### config.mk
export PLATFORM = sky130hd
export DESIGN_NAME = video_pattern_gen
export DESIGN_NICKNAME = d
export VERILOG_FILES = /design/src/rtl/video_pattern_gen.sv
export SDC_FILE = /design/constraint.sdc
export NUM_CORES = 1
export LEC_CHECK = 0
export ABC_AREA = 0
export CAP_MARGIN = 5
export CELL_PAD_IN_SITES_DETAIL_PLACEMENT = 1
export CELL_PAD_IN_SITES_GLOBAL_PLACEMENT = 2
export CORE_MARGIN = 2
export CORE_UTILIZATION = 35
export CTS_BUF_LIST = sky130_fd_sc_hd__clkbuf_2
export DETAILED_ROUTE_END_ITERATION = 6
export GPL_TIMING_DRIVEN = 0
export PLACE_DENSITY = 0.78
export SYNTH_ARGS = -nofsm -noshare
export SYNTH_HDL_FRONTEND = slang
export SYNTH_SLANG_ARGS = --single-unit
### constraint.sdc
create_clock -name clk -period 3 [get_ports clk]
set_clock_uncertainty 0.15 [all_clocks]
set_input_delay 0.6 -clock clk [delete_from_list [all_inputs] [get_ports clk]]
set_output_delay 0.6 -clock clk [all_outputs]
set_load 0.05 [all_outputs]
### src/rtl/video_pattern_gen.sv
// Test-pattern video timing generator: NTSC/PAL raster, optional scan doubling,
// four selectable patterns. Mode and pattern are latched only at the frame wrap.
module video_pattern_gen #(
  parameter int unsigned CW           = 8,
  parameter int unsigned HTOTAL       = 638,
  parameter int unsigned HBLANK_START = 529,
  parameter int unsigned HSYNC_START  = 544,
  parameter int unsigned HSYNC_END    = 590
) (
  input  logic          clk,
  input  logic          reset,
  input  logic          pal,
  input  logic          scandouble,
  input  logic [1:0]    pat_sel,
  output logic          ce_pix,
  output logic          HBlank,
  output logic          HSync,
  output logic          VBlank,
  output logic          VSync,
  output logic          frame_start,
  output logic [CW-1:0] r,
  output logic [CW-1:0] g,
  output logic [CW-1:0] b
);

  typedef enum logic [1:0] {
    PAT_BARS  = 2'd0,
    PAT_GRAD  = 2'd1,
    PAT_NOISE = 2'd2,
    PAT_CHECK = 2'd3
  } pat_t;

  localparam logic [9:0] H_LAST  = 10'(HTOTAL - 1);
  localparam logic [9:0] H_BLANK = 10'(HBLANK_START);
  localparam logic [9:0] H_SYNC0 = 10'(HSYNC_START);
  localparam logic [9:0] H_SYNC1 = 10'(HSYNC_END);

  logic [9:0]  hc, vc;
  logic [7:0]  frame;
  logic [15:0] lfsr;
  logic        pal_l, sd_l;
  pat_t        pat_l;

  logic [9:0]  v_last, v_vbs, v_vss, v_vse;
  logic [9:0]  line;
  logic        wrap, sd_next, lfsr_fb, active;
  logic [2:0]  bar_c;
  logic [15:0] hsum, hc16, line16, hxl;
  logic [CW-1:0] pix_r, pix_g, pix_b;

  always_comb begin
    v_last = 10'd261; v_vbs = 10'd240; v_vss = 10'd245; v_vse = 10'd248;
    case ({pal_l, sd_l})
      2'b01: begin v_last = 10'd523; v_vbs = 10'd480; v_vss = 10'd490; v_vse = 10'd496; end
      2'b10: begin v_last = 10'd311; v_vbs = 10'd300; v_vss = 10'd304; v_vse = 10'd308; end
      2'b11: begin v_last = 10'd623; v_vbs = 10'd601; v_vss = 10'd609; v_vse = 10'd617; end
      default: ;
    endcase
  end

  assign wrap    = ce_pix && (hc == H_LAST) && (vc == v_last);
  // ce_pix follows the mode that will be latched on this edge, so a frame that
  // switches into scan doubling starts with ce_pix already constant.
  assign sd_next = wrap ? scandouble : sd_l;
  assign lfsr_fb = lfsr[15] ^ lfsr[13] ^ lfsr[12] ^ lfsr[10];
  assign line    = sd_l ? {1'b0, vc[9:1]} : vc;
  assign active  = (hc < H_BLANK) && (vc < v_vbs);

  assign bar_c  = 3'd7 - hc[8:6];
  assign hc16   = {6'b0, hc};
  assign line16 = {6'b0, line};
  assign hsum   = hc16 + {8'b0, frame};
  assign hxl    = hc16 ^ line16;

  always_comb begin
    pix_r = '0;
    pix_g = '0;
    pix_b = '0;
    case (pat_l)
      PAT_BARS: begin
        if (hc[9]) begin
          pix_r = '1; pix_g = '1; pix_b = '1;
        end else begin
          pix_r = {CW{bar_c[1]}};
          pix_g = {CW{bar_c[2]}};
          pix_b = {CW{bar_c[0]}};
        end
      end
      PAT_GRAD: begin
        pix_r = hsum[CW-1:0];
        pix_g = line16[CW-1:0];
        pix_b = hxl[CW-1:0];
      end
      PAT_NOISE: begin
        pix_r = lfsr[CW-1:0];
        pix_g = lfsr[CW-1:0];
        pix_b = lfsr[CW-1:0];
      end
      PAT_CHECK: begin
        pix_r = {CW{hsum[4] ^ line[4]}};
        pix_g = {CW{hsum[4] ^ line[4]}};
        pix_b = {CW{hsum[4] ^ line[4]}};
      end
      default: ;
    endcase
  end

  always_ff @(posedge clk or posedge reset) begin
    if (reset) begin
      hc          <= '0;
      vc          <= '0;
      frame       <= '0;
      lfsr        <= 16'hACE1;
      pal_l       <= 1'b0;
      sd_l        <= 1'b0;
      pat_l       <= PAT_BARS;
      ce_pix      <= 1'b0;
      HBlank      <= 1'b0;
      HSync       <= 1'b0;
      VBlank      <= 1'b0;
      VSync       <= 1'b0;
      frame_start <= 1'b0;
      r           <= '0;
      g           <= '0;
      b           <= '0;
    end else begin
      ce_pix      <= sd_next ? 1'b1 : ~ce_pix;
      frame_start <= wrap;
      HBlank      <= (hc >= H_BLANK);
      HSync       <= (hc >= H_SYNC0) && (hc < H_SYNC1);
      if (hc == H_SYNC0) begin
        VBlank <= (vc >= v_vbs);
        VSync  <= (vc >= v_vss) && (vc < v_vse);
      end
      r <= active ? pix_r : '0;
      g <= active ? pix_g : '0;
      b <= active ? pix_b : '0;
      if (ce_pix) begin
        lfsr <= {lfsr[14:0], lfsr_fb};
        if (hc == H_LAST) begin
          hc <= '0;
          if (vc == v_last) begin
            vc    <= '0;
            frame <= frame + 8'd1;
            pal_l <= pal;
            sd_l  <= scandouble;
            pat_l <= pat_t'(pat_sel);
          end else begin
            vc <= vc + 10'd1;
          end
        end else begin
          hc <= hc + 10'd1;
        end
      end
    end
  end

endmodule
==> results.md, run 1 <==
* Area growth from synthesis to layout at 20.8%
* Post-CTS Hold Buffers at 0
* DR WL/cell at 17.8 um
* Clock root buffer: clkbuf_2
* Non-Filler Instances at 686
* Required time worst endpoint at around 3.4 ns
* Post-synth EDFFs at 0
* Placed Cells incl. Taps at 658
* Global route overflow at 0
* Final core occ at 0.433
* Overall power at 1.72 mW
* Worst setup SP type: flop
* Gr usage total at 0.185
* Die width at 118 um
* Post-DP Area at 0.00511 mm2
* Final setup fails at 0
* RD Place Congestion at 0.833
* CTS Buffer Depth at 2
* Port bufs at 35
* Most common flop cell mapped by yosys: dfrtp_1
* Starting Density at 0.359
* Pin count of the biggest net entering global routing at 46
* Worst Max-Slew Pin Slew at 0.648 ns
* Leakage power at 2.54 nW
* Synth warnings at 0
* Initial antenna violation count at 1
* Crit Path Category: reg -> reg
* Sequential share of the synthesized area at 0.434
* CTS tree: built
* Slew margin rel. at 0.568
* Syn_area_per_cell at 10.1 um2
* Power density over cell area at roughly 310 mW/mm2
* Cell Area, Synth at between 0.004 and 0.005 mm2
* Post-route design area at 0.00547 mm2
* Cell Rows at 41
* CTS Buf Count at 9
* Vias in the first global route at 3767
* DRT Pass-1 Iters at 4
* Max-cap violations at 0
* Critical Path Fanout Max at 4
* Fmax at around 340 MHz
* Core Area at 0.0126 mm2
* Hold slack at ~0.21 ns
* Hpwl dp at 9180 um
* Hold Crit Class: in -> async
* Sink Count at 78
* Final wirelength at 12200 um
* Async SR Flop Fraction at 1.00
* Worst-path clk slew at 0.25 ns
* Register bit count reported by yosys at 78
* Vias at 3513
* Clk_lat worst skew at 0.57 ns
* Drt initial violations at between 150 and 200
* Worst EP arrival at 3.30 ns
* Global-route wire length before repair at 20300 um
* Final period util at 0.983
* Min Tclk post-route at 2.95 ns
* # H-tree levels at 3
* CP Capture Type: flop
* Net count after synthesis at 488
* Nets at 546
* Residual DRC at 0
* Worst IR Drop VDD at 0.147 mV
* Status: complete, no violations
* Synth Instances at 450
* Count of cell types in the netlist at between 50 and 60
* RSZ-0062 raised after global routing: yes
* Final Hold Viols at 0
* # IOs at 36
* Die height at 118 um
* ANT nets after route at 0
* Max Slew Vio Count at 0
* Share of cells above drive strength 1 at 0.201
* Post-DR vias/cell at 5.12
* Die area at about 0.014 mm2
==> routing by layer <==
| layer | vias to the layer above | global-route usage | wire length [um] |
|---|---|---|---|
| met4 | 0 | 0.0708 | 273 |
| li1 | 1681 | - | - |
| met2 | 52 | 0.303 | 5800 |
| met3 | 16 | 0.0271 | 326 |
| met1 | 1764 | 0.249 | 5810 |
| met5 | - | 0 | 0 |
==> cells by family after synthesis <==
family | count (synthesis) | synth area share
simple gates | 138 | 0.163
compound gates | 97 | 0.131
flops | 78 | 0.434
xor+xnor | 39 | 0.0785
buf+inv | 38 | 0.0373
fa+ha+maj | 34 | 0.0949
mux | 26 | 0.0622
==> report_power, final <==
part           internal [mW]  leakage, nW  switching, mW
logic                0.00868         1.46         0.0220
registers               1.05         1.01              0
clock network          0.207       0.0788          0.427
total                   1.27         2.54          0.449
==> final cells by class <==
class                      instances  area (um2)
fill                            1441        7150
multi-input combinational        334        2520
sequential                        78        1960
timing repair buffer              47         457
tap                              172         215
buffer                            20         105
clock inverter                     7        81.3
inverter                          18        75.1
clock buffer                       9        45.0
antenna                            1        2.50
==> metrics by stage <==
step / worst slack [ns] / setup TNS [ns]
final: 0.0505 / 0
after floorplan: 0.113 / 0
after global routing: -0.0808 / -0.591
after detailed placement: -0.686 / -9.45
after CTS: 0.00522 / 0
after global placement: -0.985 / -78.42
==> flip-flops by register name (all words and copies together) (netlist names) <==
name and flops:
pat_l 2, frame_start 1, b 8, g 8, frame 8, ce_pix 1
lfsr 16, HSync 1, VBlank 1, hc 10, pal_l 1, HBlank 1
VSync 1, vc 10, sd_l 1, r 8
==> cell usage in the layout, fill, tap and decap left out, types with 3 or more instances in the layout <==
master            n
inv_1            16
dfrtp_1          68
dfstp_2           8
and2_1            3
mux2i_1           9
clkbuf_2          9
ha_4              3
nand3_1          11
nor3_1            4
nand2_1          41
xnor2_1          22
nor2_1           23
o21ai_0          25
nand2b_1         13
and3_1            7
clkbuf_1          7
clkdlybuf4s50_1  35
xor2_1           16
or2_2             9
nand4_1           5
buf_4            12
a21boi_2          6
or3_1             4
buf_2             9
mux2_2           17
a21oi_1          32
o211ai_1          3
a21o_1            9
inv_6             3
ha_1             28
==> Yosys cell counts, types with 4 or more instances <==
cell      number  area, um2
nand3_1       11       55.1
or2_2          9       56.3
dfstp_2        8        210
o21ai_0       26        130
nand2_1       41        154
nand2b_1      13       81.3
mux2i_1        9       90.1
clkbuf_1       7       26.3
ha_1          31        388
xnor2_1       22        193
a21o_1        10       75.1
a21oi_1       34        170
xor2_1        16        140
a21boi_0       8       60.1
buf_2          9       45.0
nor3_1         4       20.0
dfrtp_1       70       1750
nor2_1        24       90.1
mux2_2        17        191
and3_1         7       43.8
inv_1         18       67.6
or3_1          4       25.0
nand4_1        5       31.3
==> final timing paths <==
path / end / depth (start not counted) / slack (ns) / from
max: g[6] / 11 / 0.05 / sd_l
min: pal_l / 2 / 0.21 / reset
max reg2reg: g[6] / 11 / 0.05 / sd_l
min reg2reg: frame[7] / 1 / 0.35 / frame[7]
max in group asynchronous: lfsr[5] / 3 / 1.84 / reset
min in group clk: frame[7] / 1 / 0.35 / frame[7]
==> worst max-delay path: stages, from the launching register on <==
cell      delay, ns
dfrtp_2        0.49
buf_6          0.13
ha_4           0.17
nor2_4         0.13
ha_4           0.22
a21o_1         0.19
maj3_2         0.33
a221oi_4       0.31
o211ai_1       0.24
a21oi_2        0.22
buf_4          0.15
a21boi_2       0.15
==> timing repair <==
item | CTS | global route
endpoints found under the setup margin | 32 | 23
buffers inserted | 7 | 4
pin swaps | 3 | 6
gates resized for setup | 23 | 15
(Power assumes the default switching activity.)
==> inputs of run 2 (changes only) <==
Settings changed: MAX_ROUTING_LAYER set to met4.
==> run 2 against run 1 <==
Sequential power about the same. Flip-flop and latch count unchanged. Largest cell class unchanged. Via count down 0.40%. Utilization unchanged. Cell area unchanged. Maximum frequency down 0.62%. Global-route usage up 0.58 points.
==> results.md, run 2 (same netlist as run 1, synthesis figures left out) <==
* Status: complete, no violations
* Non-Filler Instances at 686 (unchanged)
* RD Place Congestion at 0.846 (+1.5%)
* FF-to-FF Start: sd_l
* Global-route wire length before repair at 20300 um (+0.17%)
* ANT nets after route at 0 (unchanged)
* Min Tclk post-route at 2.97 ns (+0.0185 ns)
* Global route overflow at 0 (unchanged)
* Final Hold Viols at 0 (unchanged)
* Placed Cells incl. Taps at 658 (unchanged)
* Fmax at 337 MHz (-0.62%)
* Starting Density at 0.359 (unchanged)
* Critical Path Fanout Max at 4 (unchanged)
* Residual DRC at 0 (unchanged)
* Sink Count at 78 (unchanged)
* Cell Rows at 41 (unchanged)
* Share of cells above drive strength 1 at 0.201 (unchanged)
* Worst Max-Slew Pin Slew at 0.642 ns (-0.00548 ns)
* Worst EP arrival at 3.31 ns (about the same)
* Clock root buffer: clkbuf_2
* Largest registers: lfsr (16), hc (10), vc (10)
* Die width at 118 um (unchanged)
* Core Area at 0.0126 mm2 (unchanged)
* Cells on worst reg2reg path at 11 (unchanged)
* Leakage power at 2.54 nW (unchanged)
* R2R Setup Slk at 0.03 ns (-0.02 ns)
* Post-Place Worst Slack at -0.686 ns (unchanged)
* Largest register FFs at 16 (unchanged)
* Drt initial violations at 182 (+21%)
* Area growth from synthesis to layout at 20.8% (unchanged)
* Vias at 3499 (-0.40%)
* Clk_lat worst skew at 0.57 ns (about the same)
* DR WL/cell at 17.9 um (+0.29%)
* Worst IR Drop VDD at 0.147 mV (about the same)
* Post-DR vias/cell at 5.10 (-0.40%)
* Required time worst endpoint at 3.34 ns (about the same)
* Initial antenna violation count at 1 (unchanged)
* Power density over cell area at 315 mW/mm2 (about the same)
* Max Slew Vio Count at 0 (unchanged)
* Max-cap violations at 0 (unchanged)
* Worst R2R End: g[6]
* Port bufs at 35 (unchanged)
* Vias in the first global route at 3758 (-0.24%)
* RSZ-0062 raised after global routing: yes
* # IOs at 36 (unchanged)
* Pin count of the biggest net entering global routing at 46 (unchanged)
* Worst-path clk slew at 0.26 ns (about the same)
* CTS Buffer Depth at 2 (unchanged)
* Slew margin rel. at 0.572 (+0.00365)
* Final setup fails at 0 (unchanged)
* Die area at 0.0139 mm2 (unchanged)
* # H-tree levels at 3 (unchanged)
* Commonest cells after routing, fill and taps aside: dfrtp_1, nand2_1, clkdlybuf4s50_1, a21oi_1, ha_1
* Die height at 118 um (unchanged)
* CP endpoint: g[6]
* Gr usage total at 0.191 (+0.00580)
* Hold Crit Class: in -> async
* Crit Path Category: reg -> reg
* CTS tree: built
* CP Launch Point: sd_l
* Final wirelength at 12200 um (+0.29%)
* CTS Buf Count at 9 (unchanged)
* Worst setup SP type: flop
* Hpwl dp at 9180 um (unchanged)
* Most flops, register: lfsr
* Nets at 546 (unchanged)
* Fin worst setup slack at 0.0320 ns (-0.0185 ns)
* CP Capture Type: flop
* Most common cell after layout, fill and taps aside: dfrtp_1
* DRT Pass-1 Iters at 4 (unchanged)
* Final period util at 0.989 (+0.00617)
-- run 2: cell counts in the layout (fill, tap and decap cells not counted) --
No cell type changed its count.
-- run 2: how the worst min path moves through the flow --
stage | from | to | slack (ns) | depth (start not counted)
detailed placement | frame[7] | frame[7] | 0.33 | 1
CTS | reset | pal_l | 0.21 | 2
finish | reset | pal_l | 0.22 | 2
global route | reset | pal_l | 0.21 | 2
floorplan | frame[7] | frame[7] | 0.31 | 1
global placement | VSync | VSync | 0.32 | 2
-- run 2: critical path, stage by stage, from the launching register on --
cell,delay [ns]
dfrtp_2,0.49
buf_6,0.13
ha_4,0.17
nor2_4,0.12
ha_4,0.22
a21o_1,0.19
maj3_2,0.33
a221oi_4,0.32
o211ai_1,0.24
a21oi_2,0.23
buf_4,0.15
a21boi_2,0.15
-- run 2: through the flow --
stage	util	hold slack, ns	power [mW]	instance area, um2	TNS, ns
final	0.433	0.215	1.72	5470	0
after global routing	0.433	0.212	1.79	5470	-0.556
after floorplan	-	0.313	1.09	4520	0
after detailed placement	0.405	0.329	1.10	5110	-9.45
after CTS	0.426	0.214	1.74	5380	0
after global placement	0.403	0.318	1.10	5090	-78.42
-- run 2: metal layers --
layer | vias up | wire [um] | track usage
met3 | 13 | 357 | 0.0334
met2 | 56 | 5760 | 0.303
met4 | 0 | 227 | 0.0595
met1 | 1752 | 5900 | 0.251
li1 | 1678 | - | -
met5 | - | 0 | -
-- run 2: where the power goes --
part / internal (mW) / switching [mW] / total, mW
logic: 0.00868 / 0.0219 / 0.0305
clock network: 0.207 / 0.429 / 0.636
registers: 1.05 / 0 / 1.05
-- run 2: layout make-up --
cell class / instances / area (um2)
diodes: 1 / 2.50
clock buffers: 9 / 45.0
flip-flops and latches: 78 / 1960
multi-input cells: 334 / 2520
clock inverters: 7 / 81.3
inverters: 18 / 75.1
fillers: 1441 / 7150
plain buffers: 20 / 105
well taps: 172 / 215
repair buffers: 47 / 457
-- run 2: repair_timing --
item,4_1_cts,5_1_grt
hold buffers,0,0
pin swaps,3,6
setup endpoints to repair,32,23
gates resized for setup,23,15
cloned,0,0
setup buffers,7,4
==> inputs of run 3 (changes only) <==
Settings changed: CTS_CLUSTER_SIZE set to 28, GPL_ROUTABILITY_DRIVEN set to 0.
==> results of run 3 <==
Same layout as run 2: the final DEF is identical, and so are final timing and power.
